===== config.mk =====
export PLATFORM = sky130hd
export DESIGN_NAME = mem_arbiter
export DESIGN_NICKNAME = d
export VERILOG_FILES = /design/src/rtl/rvx10_mem_pkg.sv /design/src/rtl/mem_wdog.sv /design/src/rtl/mem_arbiter.sv
export SDC_FILE = /design/constraint.sdc
export NUM_CORES = 1
export LEC_CHECK = 0
export BUFFER_PORTS_ARGS = -buffer_cell sky130_fd_sc_hd__buf_4
export CORE_AREA = 2 2 105 107
export CTS_BUF_LIST = sky130_fd_sc_hd__clkbuf_8
export DETAILED_ROUTE_END_ITERATION = 6
export DIE_AREA = 0 0 107 109
export PLACE_DENSITY = 0.74
export RECOVER_POWER = 50
export SLEW_MARGIN = 15
export SYNTH_ARGS = -nofsm -noshare
export SYNTH_HDL_FRONTEND = slang
export SYNTH_HIERARCHICAL = 1
export SYNTH_SLANG_ARGS = --single-unit
export TNS_END_PERCENT = 5

===== constraint.sdc =====
create_clock -name clk_i -period 2.6 [get_ports clk_i]
set_input_delay 0.26 -clock clk_i [delete_from_list [all_inputs] [get_ports clk_i]]
set_output_delay 0.26 -clock clk_i [all_outputs]
set_load 0.01 [all_outputs]

===== src/rtl/rvx10_mem_pkg.sv =====
// rvx10_mem_pkg: shared types and constants for the unified memory arbiter
package rvx10_mem_pkg;
    typedef enum logic [1:0] {IDLE, BUSY_I, BUSY_D} arb_state_t;
    typedef enum logic {OWN_I, OWN_D} owner_t;
    localparam logic [31:0] NOP_INSTR = 32'h0000_0013;
endpackage


===== src/rtl/mem_wdog.sv =====
// mem_wdog: per-transfer wait counter that flags a transfer exceeding TIMEOUT wait cycles
//   clk_i, reset_i : clock, synchronous active-high reset
//   clear_i        : restart the count (held while the master is idle)
//   count_i        : one more wait cycle elapsed
//   expired_o      : count has reached TIMEOUT (never set when TIMEOUT is 0)
module mem_wdog #(
    parameter int TIMEOUT = 255
) (
    input  logic clk_i,
    input  logic reset_i,
    input  logic clear_i,
    input  logic count_i,
    output logic expired_o
);
    localparam int W = (TIMEOUT > 0) ? $clog2(TIMEOUT + 1) : 1;
    localparam logic [W-1:0] LIMIT = W'(TIMEOUT);
    logic [W-1:0] cnt_q, cnt_d;
    assign expired_o = (TIMEOUT != 0) && (cnt_q == LIMIT);
    always_comb cnt_d = clear_i ? '0 : (count_i && !expired_o) ? cnt_q + W'(1) : cnt_q;
    always_ff @(posedge clk_i) begin
        if (reset_i) cnt_q <= '0;
        else         cnt_q <= cnt_d;
    end
endmodule


===== src/rtl/mem_arbiter.sv =====
// mem_arbiter: shares one memory port between fetch (IF) and data (MEM) with MEM priority
//   if_req_i/if_addr_i -> if_rdata_o/if_valid_o : fetch request and one-cycle completion
//   d_req_i/d_we_i/d_addr_i/d_wdata_i -> d_rdata_o/d_valid_o : load/store request and completion
//   stall_f_o, stall_m_o : per-stage stalls while a request is outstanding
//   m_req_o/m_we_o/m_addr_o/m_wdata_o, m_ready_i/m_rdata_i : memory req/ready handshake
//   bus_err_o : sticky watchdog-abort flag
module mem_arbiter
    import rvx10_mem_pkg::*;
#(
    parameter int AW      = 32,
    parameter int DW      = 32,
    parameter int TIMEOUT = 255
) (
    input  logic          clk_i,
    input  logic          reset_i,
    input  logic          if_req_i,
    input  logic [AW-1:0] if_addr_i,
    output logic [DW-1:0] if_rdata_o,
    output logic          if_valid_o,
    input  logic          d_req_i,
    input  logic          d_we_i,
    input  logic [AW-1:0] d_addr_i,
    input  logic [DW-1:0] d_wdata_i,
    output logic [DW-1:0] d_rdata_o,
    output logic          d_valid_o,
    output logic          stall_f_o,
    output logic          stall_m_o,
    output logic          m_req_o,
    output logic          m_we_o,
    output logic [AW-1:0] m_addr_o,
    output logic [DW-1:0] m_wdata_o,
    input  logic          m_ready_i,
    input  logic [DW-1:0] m_rdata_i,
    output logic          bus_err_o
);
    arb_state_t    state_q, state_d;
    logic [AW-1:0] addr_q, addr_d;
    logic [DW-1:0] wdata_q, wdata_d;
    logic          we_q, we_d;
    logic          bus_err_q, bus_err_d;
    logic          busy, expired, done;
    owner_t        owner;

    mem_wdog #(.TIMEOUT(TIMEOUT)) u_wdog (
        .clk_i    (clk_i),
        .reset_i  (reset_i),
        .clear_i  (state_q == IDLE),
        .count_i  (busy && !m_ready_i),
        .expired_o(expired)
    );

    assign busy  = state_q != IDLE;
    assign owner = (state_q == BUSY_D) ? OWN_D : OWN_I;
    // An expired transfer completes without touching memory: m_req drops that cycle.
    assign m_req_o   = busy && !expired && !reset_i;
    assign m_we_o    = m_req_o && we_q;
    assign m_addr_o  = addr_q;
    assign m_wdata_o = wdata_q;
    assign done      = busy && !reset_i && (expired || m_ready_i);
    assign if_valid_o = done && owner == OWN_I;
    assign d_valid_o  = done && owner == OWN_D;
    assign if_rdata_o = expired ? DW'(NOP_INSTR) : m_rdata_i;
    assign d_rdata_o  = expired ? '0 : m_rdata_i;
    assign stall_f_o  = if_req_i && !if_valid_o;
    assign stall_m_o  = d_req_i && !d_valid_o;
    assign bus_err_o  = bus_err_q;

    always_comb begin
        state_d   = state_q;
        addr_d    = addr_q;
        wdata_d   = wdata_q;
        we_d      = we_q;
        bus_err_d = bus_err_q || (busy && expired);
        if (state_q == IDLE) begin
            if (d_req_i) begin
                state_d = BUSY_D;
                addr_d  = d_addr_i;
                wdata_d = d_wdata_i;
                we_d    = d_we_i;
            end else if (if_req_i) begin
                state_d = BUSY_I;
                addr_d  = if_addr_i;
                we_d    = 1'b0;
            end
        end else if (done) begin
            state_d = IDLE;
        end
    end

    always_ff @(posedge clk_i) begin
        if (reset_i) begin
            state_q   <= IDLE;
            addr_q    <= '0;
            wdata_q   <= '0;
            we_q      <= 1'b0;
            bus_err_q <= 1'b0;
        end else begin
            state_q   <= state_d;
            addr_q    <= addr_d;
            wdata_q   <= wdata_d;
            we_q      <= we_d;
            bus_err_q <= bus_err_d;
        end
    end
endmodule


==> results.sh, run 1 <==
export IMPL_yosysMostFrequentCell="dfxtp_1"
export IMPL_finalHoldViolCount=0
export IMPL_wl_um=12100
export IMPL_grt_pass1_wl_um=18300
export IMPL_layout_drive_gt1_share_pct=46.4
export IMPL_synth_cells=391
export IMPL_overflow=0
export IMPL_start_util_pct=38.0
export IMPL_gr_usage_met3_pct=6.93
export IMPL_rows=38
export IMPL_synth_edf_count=0
export IMPL_setup_viol=0
export IMPL_ir_drop_mv=0.358
export IMPL_critPathSlowestCell="dfxtp_1"
export IMPL_crit_buf_inv=2
export IMPL_clock_path_buffers=2
export IMPL_critPathMaxStageDelay_ps=390
export IMPL_antenna_cells=0
export IMPL_fin_crit_ps=2420
export IMPL_power_leakage_nw=2.57
export IMPL_synth_top_area_cell="dfxtp_1"
export IMPL_placement_cell_area_sq_mm=0.00581
export IMPL_die_w_um=107
export IMPL_powerDensity_mw_per_mm2=531
export IMPL_yosysUniqueCellTypes=44
export IMPL_async_flop_share_pct=0
export IMPL_power_frac_seq_pct=43.2
export IMPL_cts_tree="built"
export IMPL_ys_seq_area_share_pct=37.8
export IMPL_rsz0062_at_grt="no"
export IMPL_area_growth_syn_to_layout_pct=42.9
export IMPL_syn_area_sq_mm=0.00403
export IMPL_worst_clock_skew_ps=5.12
export IMPL_use_met1_pct=20.7
export IMPL_synth_top_family_by_area="compound AO/OA/AOI/OAI gates"
export IMPL_hold_class="primary input to flop"
export IMPL_cts_htree_levels=3
export IMPL_finalCritPeriodShare_pct=93.3
export IMPL_cts_resized=0
export IMPL_antenna_found_initial=0
export IMPL_crit_type="flop to output pin"
export IMPL_num_vias=3676
export IMPL_cp_max_fo=37
export IMPL_finalSetupTns_ps=0
export IMPL_fin_nets=752
export IMPL_use_met2_pct=36.6
export IMPL_syn_avg_cell_area_sq_um=10.3
export IMPL_worstReg2RegStart="state_q[0]"
export IMPL_fin_area_sq_mm=0.00575
export IMPL_final_core_util_pct=54.2
export IMPL_antenna_left=0
export IMPL_max_freq_mhz=412
export IMPL_r2r_end="u_wdog/cnt_q[5]"
export IMPL_synth_compound_area_share_pct=19.4
export IMPL_whs_endpoint="m_wdata_o[3]"
export IMPL_cts_hold_buf=0
export IMPL_viasPerCell=4.83
export IMPL_grt_usage_pct=20.2
export IMPL_synthFlopType="dfxtp_1"
export IMPL_p_comb_share_pct=26.5
export IMPL_final_max_slew_viol_count=0
export IMPL_core_sq_mm=0.0106
export IMPL_dr_pass1_iters=4
export IMPL_clock_latency_ps=340
export IMPL_synthMuxAreaShare_pct=16.7
export IMPL_worst_slew_pin_slew_ps=1050
export IMPL_wl_per_cell_um=15.9
export IMPL_cp_start_kind="flop"
export IMPL_path_cells="ha_1 -> and4_4 -> and2_1 -> buf_4 -> nor3_1 -> and2_1 -> buf_4"
export IMPL_synthSimpleGateAreaFrac_pct=14.2
export IMPL_holdPathStages=3
export IMPL_die_h_um=109
export IMPL_drc_errors=0
export IMPL_grt_pass1_vias=3585
export IMPL_clkPwrFrac_pct=30.4
export IMPL_syn_num_nets=526
export IMPL_port_buffers=268
export IMPL_r2r_slack_ps=350
export IMPL_clock_sinks=76
export IMPL_place_inst=746
export IMPL_synthXorXnorAreaFrac_pct=0
export IMPL_path_delay_family="simple AND/OR/NAND/NOR gates"
export IMPL_grt_max_degree=46
export IMPL_cts_made_buffers=9
export IMPL_path_clk_slew_ps=70
export IMPL_outcome="finished, final reports clean"
export IMPL_relSlewSlack_pct=30.2
export IMPL_ys_top_cells_by_area="dfxtp_1 (38%), mux2i_1 (17%), a211oi_2 (9.6%)"
export IMPL_clockRootBuffer="clkbuf_8"
export IMPL_ys_ff_latch=76
export IMPL_gp_congestion=0.822
export IMPL_r2r_cells=6
export IMPL_top_usage_layer="met2"
export IMPL_intPower_w=0.00218
export IMPL_layoutNonFillerInstCount=761
export IMPL_holdCritStartpoint="d_wdata_i[3]"
export IMPL_pin_count=269
export IMPL_whs_ps=155
export IMPL_dieArea_sq_mm=0.0117
export IMPL_synth_warnings=6
export IMPL_synth_fa_ha_area_share_pct=0.311
export IMPL_p_sw_w=0.000873
export IMPL_synth_top_area_share_pct=37.8
export IMPL_hpwlAfterDp_um=9350
export IMPL_drv_cap=0
export IMPL_post_cts_buffers=0
export IMPL_drt_iter0_markers=125
export IMPL_synth_cells_most_frequent="dfxtp_1 (76), mux2i_1 (67), nor2_1 (40)"
export IMPL_end_kind="output pin"
export IMPL_critPathArrivalTime_ps=2160
export IMPL_p_sw_share_pct=28.6
export IMPL_cp_data_required_time_ps=2340
sequential cells by signal (all words and copies together) (netlist names):
name / count
m_addr_o: 32
m_wdata_o: 32
u_wdog/cnt_q: 8
state_q: 2
bus_err_o: 1
we_q: 1
cell type report:
| cell class | instances | area, sq um |
|---|---|---|
| Fill cell | 975 | 4850 |
| Multi-Input combinational cell | 253 | 2030 |
| Timing Repair Buffer | 274 | 1810 |
| Sequential cell | 76 | 1520 |
| Tap cell | 140 | 175 |
| Clock buffer | 9 | 124 |
| Clock inverter | 6 | 75.1 |
| Inverter | 3 | 12.5 |
layer usage:
metal / vias up / share of wire, %
li1: 1789 / -
met1: 1692 / 37
met2: 169 / 51
met3: 26 / 8.9
met4: 0 / 3.6
met5: - / 0
power by group through the flow:
stage	Combinational [W]	Sequential, W	Clock (W)
final	0.000809	0.00132	0.000927
after global routing	0.000881	0.00133	0.00101
after CTS	0.000897	0.00132	0.000960
after detailed placement	0.000895	0.00135	0
after global placement	0.000883	0.00134	0
after floorplan	0.000466	0.00138	0
worst min-delay path: stages:
cell and delay (ps):
buf_4 80, mux2i_1 50, nor2_1 70
kinds of logic after synthesis:
logic type	count (synthesis)
and+or+nand+nor	105
AOI/OAI and AO/OA	80
DFF	76
muxes	67
buffers and inverters	62
adders and majority gates	1
stage by stage:
stage	setup slack [ps]	power, W
2_1_floorplan	660	0.00185
6_report	175	0.00306
3_3_place_gp	637	0.00223
4_1_cts	162	0.00318
5_1_grt	23.5	0.00322
3_5_place_dp	553	0.00224
placed cells by master, fill, tap and decap left out, types with 2 or more instances in the layout:
master	n
buf_4	208
nor2b_1	35
clkbuf_8	9
o21ai_0	2
a211oi_2	31
and2_1	2
mux2i_1	67
inv_1	5
dfxtp_1	76
clkbuf_1	65
a21oi_2	28
nand2_1	6
bufinv_16	2
or3_1	2
and3_1	2
a211oi_1	3
nor2_1	40
nand4_1	2
or2_1	3
a21oi_1	9
worst max path at each step:
stage | from | to | slack [ps] | cells past startpoint
after global routing | u_wdog/cnt_q[0] | m_we_o | 20 | 7
after CTS | u_wdog/cnt_q[0] | m_we_o | 160 | 7
after global placement | u_wdog/cnt_q[0] | m_we_o | 640 | 7
after floorplan | u_wdog/cnt_q[0] | if_rdata_o[10] | 660 | 7
after detailed placement | u_wdog/cnt_q[0] | m_we_o | 550 | 7
final | u_wdog/cnt_q[0] | m_we_o | 180 | 7
(Power assumes the default switching activity.)
==> inputs of run 2 (changes only) <==
Settings changed: CTS_BUF_LIST sky130_fd_sc_hd__clkbuf_8 to sky130_fd_sc_hd__clkbuf_4 sky130_fd_sc_hd__clkbuf_8.
==> run 2 against run 1 <==
Core utilization is 0.14 points higher. Die area unchanged. Non-clock buffer count unchanged. Critical endpoint unchanged. Via count fell by 0.11%. Combinational power about the same. Sequential share of layout area is 0.069 points lower.
==> results.sh, run 2 (synthesis gave the netlist of run 1 again) <==
export IMPL_antenna_cells=0
export IMPL_layoutNonFillerInstCount=761
export IMPL_drv_cap=0
export IMPL_core_sq_mm=0.0106
export IMPL_p_sw_share_pct=28.1
export IMPL_r2r_cells=6
export IMPL_crit_type="flop to output pin"
export IMPL_multi_input_area_sq_mm=0.00203
export IMPL_gp_congestion=0.822
export IMPL_wl_um=12100
export IMPL_critPathArrivalTime_ps=2170
export IMPL_drt_iter0_markers=116
export IMPL_power_leakage_nw=2.57
export IMPL_port_buffers=268
export IMPL_rsz0062_at_grt="no"
export IMPL_setup_viol=0
export IMPL_worstReg2RegStart="state_q[0]"
export IMPL_fin_crit_ps=2430
export IMPL_final_core_util_pct=54.4
export IMPL_cp_max_fo=37
export IMPL_drc_errors=0
export IMPL_whs_ps=150
export IMPL_holdPathStages=3
export IMPL_setup_ws_ps=169
export IMPL_endpoint="m_we_o"
export IMPL_powerDensity_mw_per_mm2=541
export IMPL_rows=38
export IMPL_dr_pass1_iters=4
export IMPL_final_max_slew_viol_count=0
export IMPL_die_w_um=107
export IMPL_grt_pass1_wl_um=18300
export IMPL_final_common_cell="buf_4"
export IMPL_grt_max_degree=46
export IMPL_r2r_slack_ps=380
export IMPL_ir_drop_mv=0.396
export IMPL_r2r_end="u_wdog/cnt_q[5]"
export IMPL_num_vias=3672
export IMPL_start_util_pct=38.0
export IMPL_worst_slew_pin_slew_ps=1050
export IMPL_end_kind="output pin"
export IMPL_outcome="finished, final reports clean"
export IMPL_nFillCells=971
export IMPL_critPathLaunch="u_wdog/cnt_q[0]"
export IMPL_worst_clock_skew_ps=4.71
export IMPL_grt_pass1_vias=3587
export IMPL_intPower_w=0.00224
export IMPL_layout_drive_gt1_share_pct=47.0
export IMPL_cp_data_required_time_ps=2340
export IMPL_place_inst=746
export IMPL_pin_count=269
export IMPL_dp_slack_ps=553
export IMPL_overflow=0
export IMPL_p_sw_w=0.000877
export IMPL_wl_per_cell_um=15.9
export IMPL_clock_sinks=76
export IMPL_grt_usage_pct=20.2
export IMPL_viasPerCell=4.83
export IMPL_cts_resized=0
export IMPL_hold_class="primary input to flop"
export IMPL_finalSetupTns_ps=0
export IMPL_fin_nets=752
export IMPL_ff_latch_area_sq_mm=0.00152
export IMPL_cts_hold_buf=0
export IMPL_clock_path_buffers=2
export IMPL_clkPwrFrac_pct=31.8
export IMPL_antenna_left=0
export IMPL_max_freq_mhz=411
export IMPL_post_cts_buffers=0
export IMPL_area_growth_syn_to_layout_pct=43.2
export IMPL_cts_htree_levels=3
export IMPL_finalHoldViolCount=0
export IMPL_die_h_um=109
export IMPL_dieArea_sq_mm=0.0117
export IMPL_power_frac_seq_pct=42.3
export IMPL_clockRootBuffer="clkbuf_8"
export IMPL_cts_made_buffers=9
export IMPL_cp_start_kind="flop"
export IMPL_antenna_found_initial=0
export IMPL_path_clk_slew_ps=70
export IMPL_clock_latency_ps=340
export IMPL_layout_common_cells="buf_4 (208), dfxtp_1 (76), mux2i_1 (67)"
export IMPL_finalCritPeriodShare_pct=93.5
export IMPL_cts_tree="built"
export IMPL_p_comb_share_pct=25.9
export IMPL_relSlewSlack_pct=29.8
export IMPL_hpwlAfterDp_um=9350
==> run 2: how the worst min path moves through the flow <==
stage | start | endpoint
after floorplan | reset_i | u_wdog/cnt_q[3]
after global placement | bus_err_o | bus_err_o
after detailed placement | bus_err_o | bus_err_o
after CTS | d_wdata_i[3] | m_wdata_o[3]
after global routing | d_wdata_i[3] | m_wdata_o[3]
final | d_wdata_i[3] | m_wdata_o[3]
==> run 2: area by class of cell <==
class	count	share of cell area, %
sequential	76	26.4
multi-input combinational	253	35.2
inverter	3	0.217
clock buffer	13	2.67
timing repair buffer	274	31.4
clock inverter	2	1.04
tap	140	3.04
==> run 2: power by group through the flow <==
stage	clock (W)	combinational [W]	sequential (W)
after floorplan	0	0.000466	0.00138
after global placement	0	0.000883	0.00134
after detailed placement	0	0.000895	0.00135
after CTS	0.00102	0.000897	0.00132
after global routing	0.00106	0.000881	0.00133
final	0.000990	0.000809	0.00132
==> run 2: stage by stage <==
step / power, W / cell area, sq um
after detailed placement: 0.00224 / 5810
after floorplan: 0.00185 / 4030
after global routing: 0.00327 / 5770
after global placement: 0.00223 / 5810
after CTS: 0.00324 / 6030
final: 0.00312 / 5770
==> run 2: worst max-delay path, stage by stage, from the launching register on <==
cell,delay [ps]
dfxtp_1,390
ha_1,240
and4_4,280
and2_1,150
buf_4,330
nor3_1,120
and2_1,180
buf_4,140
==> run 2: routing by layer <==
metal | global-route usage, % | part of all wire, %
met1 | 20.6 | 37
met2 | 36.8 | 51
met3 | 6.93 | 8.9
met4 | 10.4 | 3.6
met5 | 0 | 0
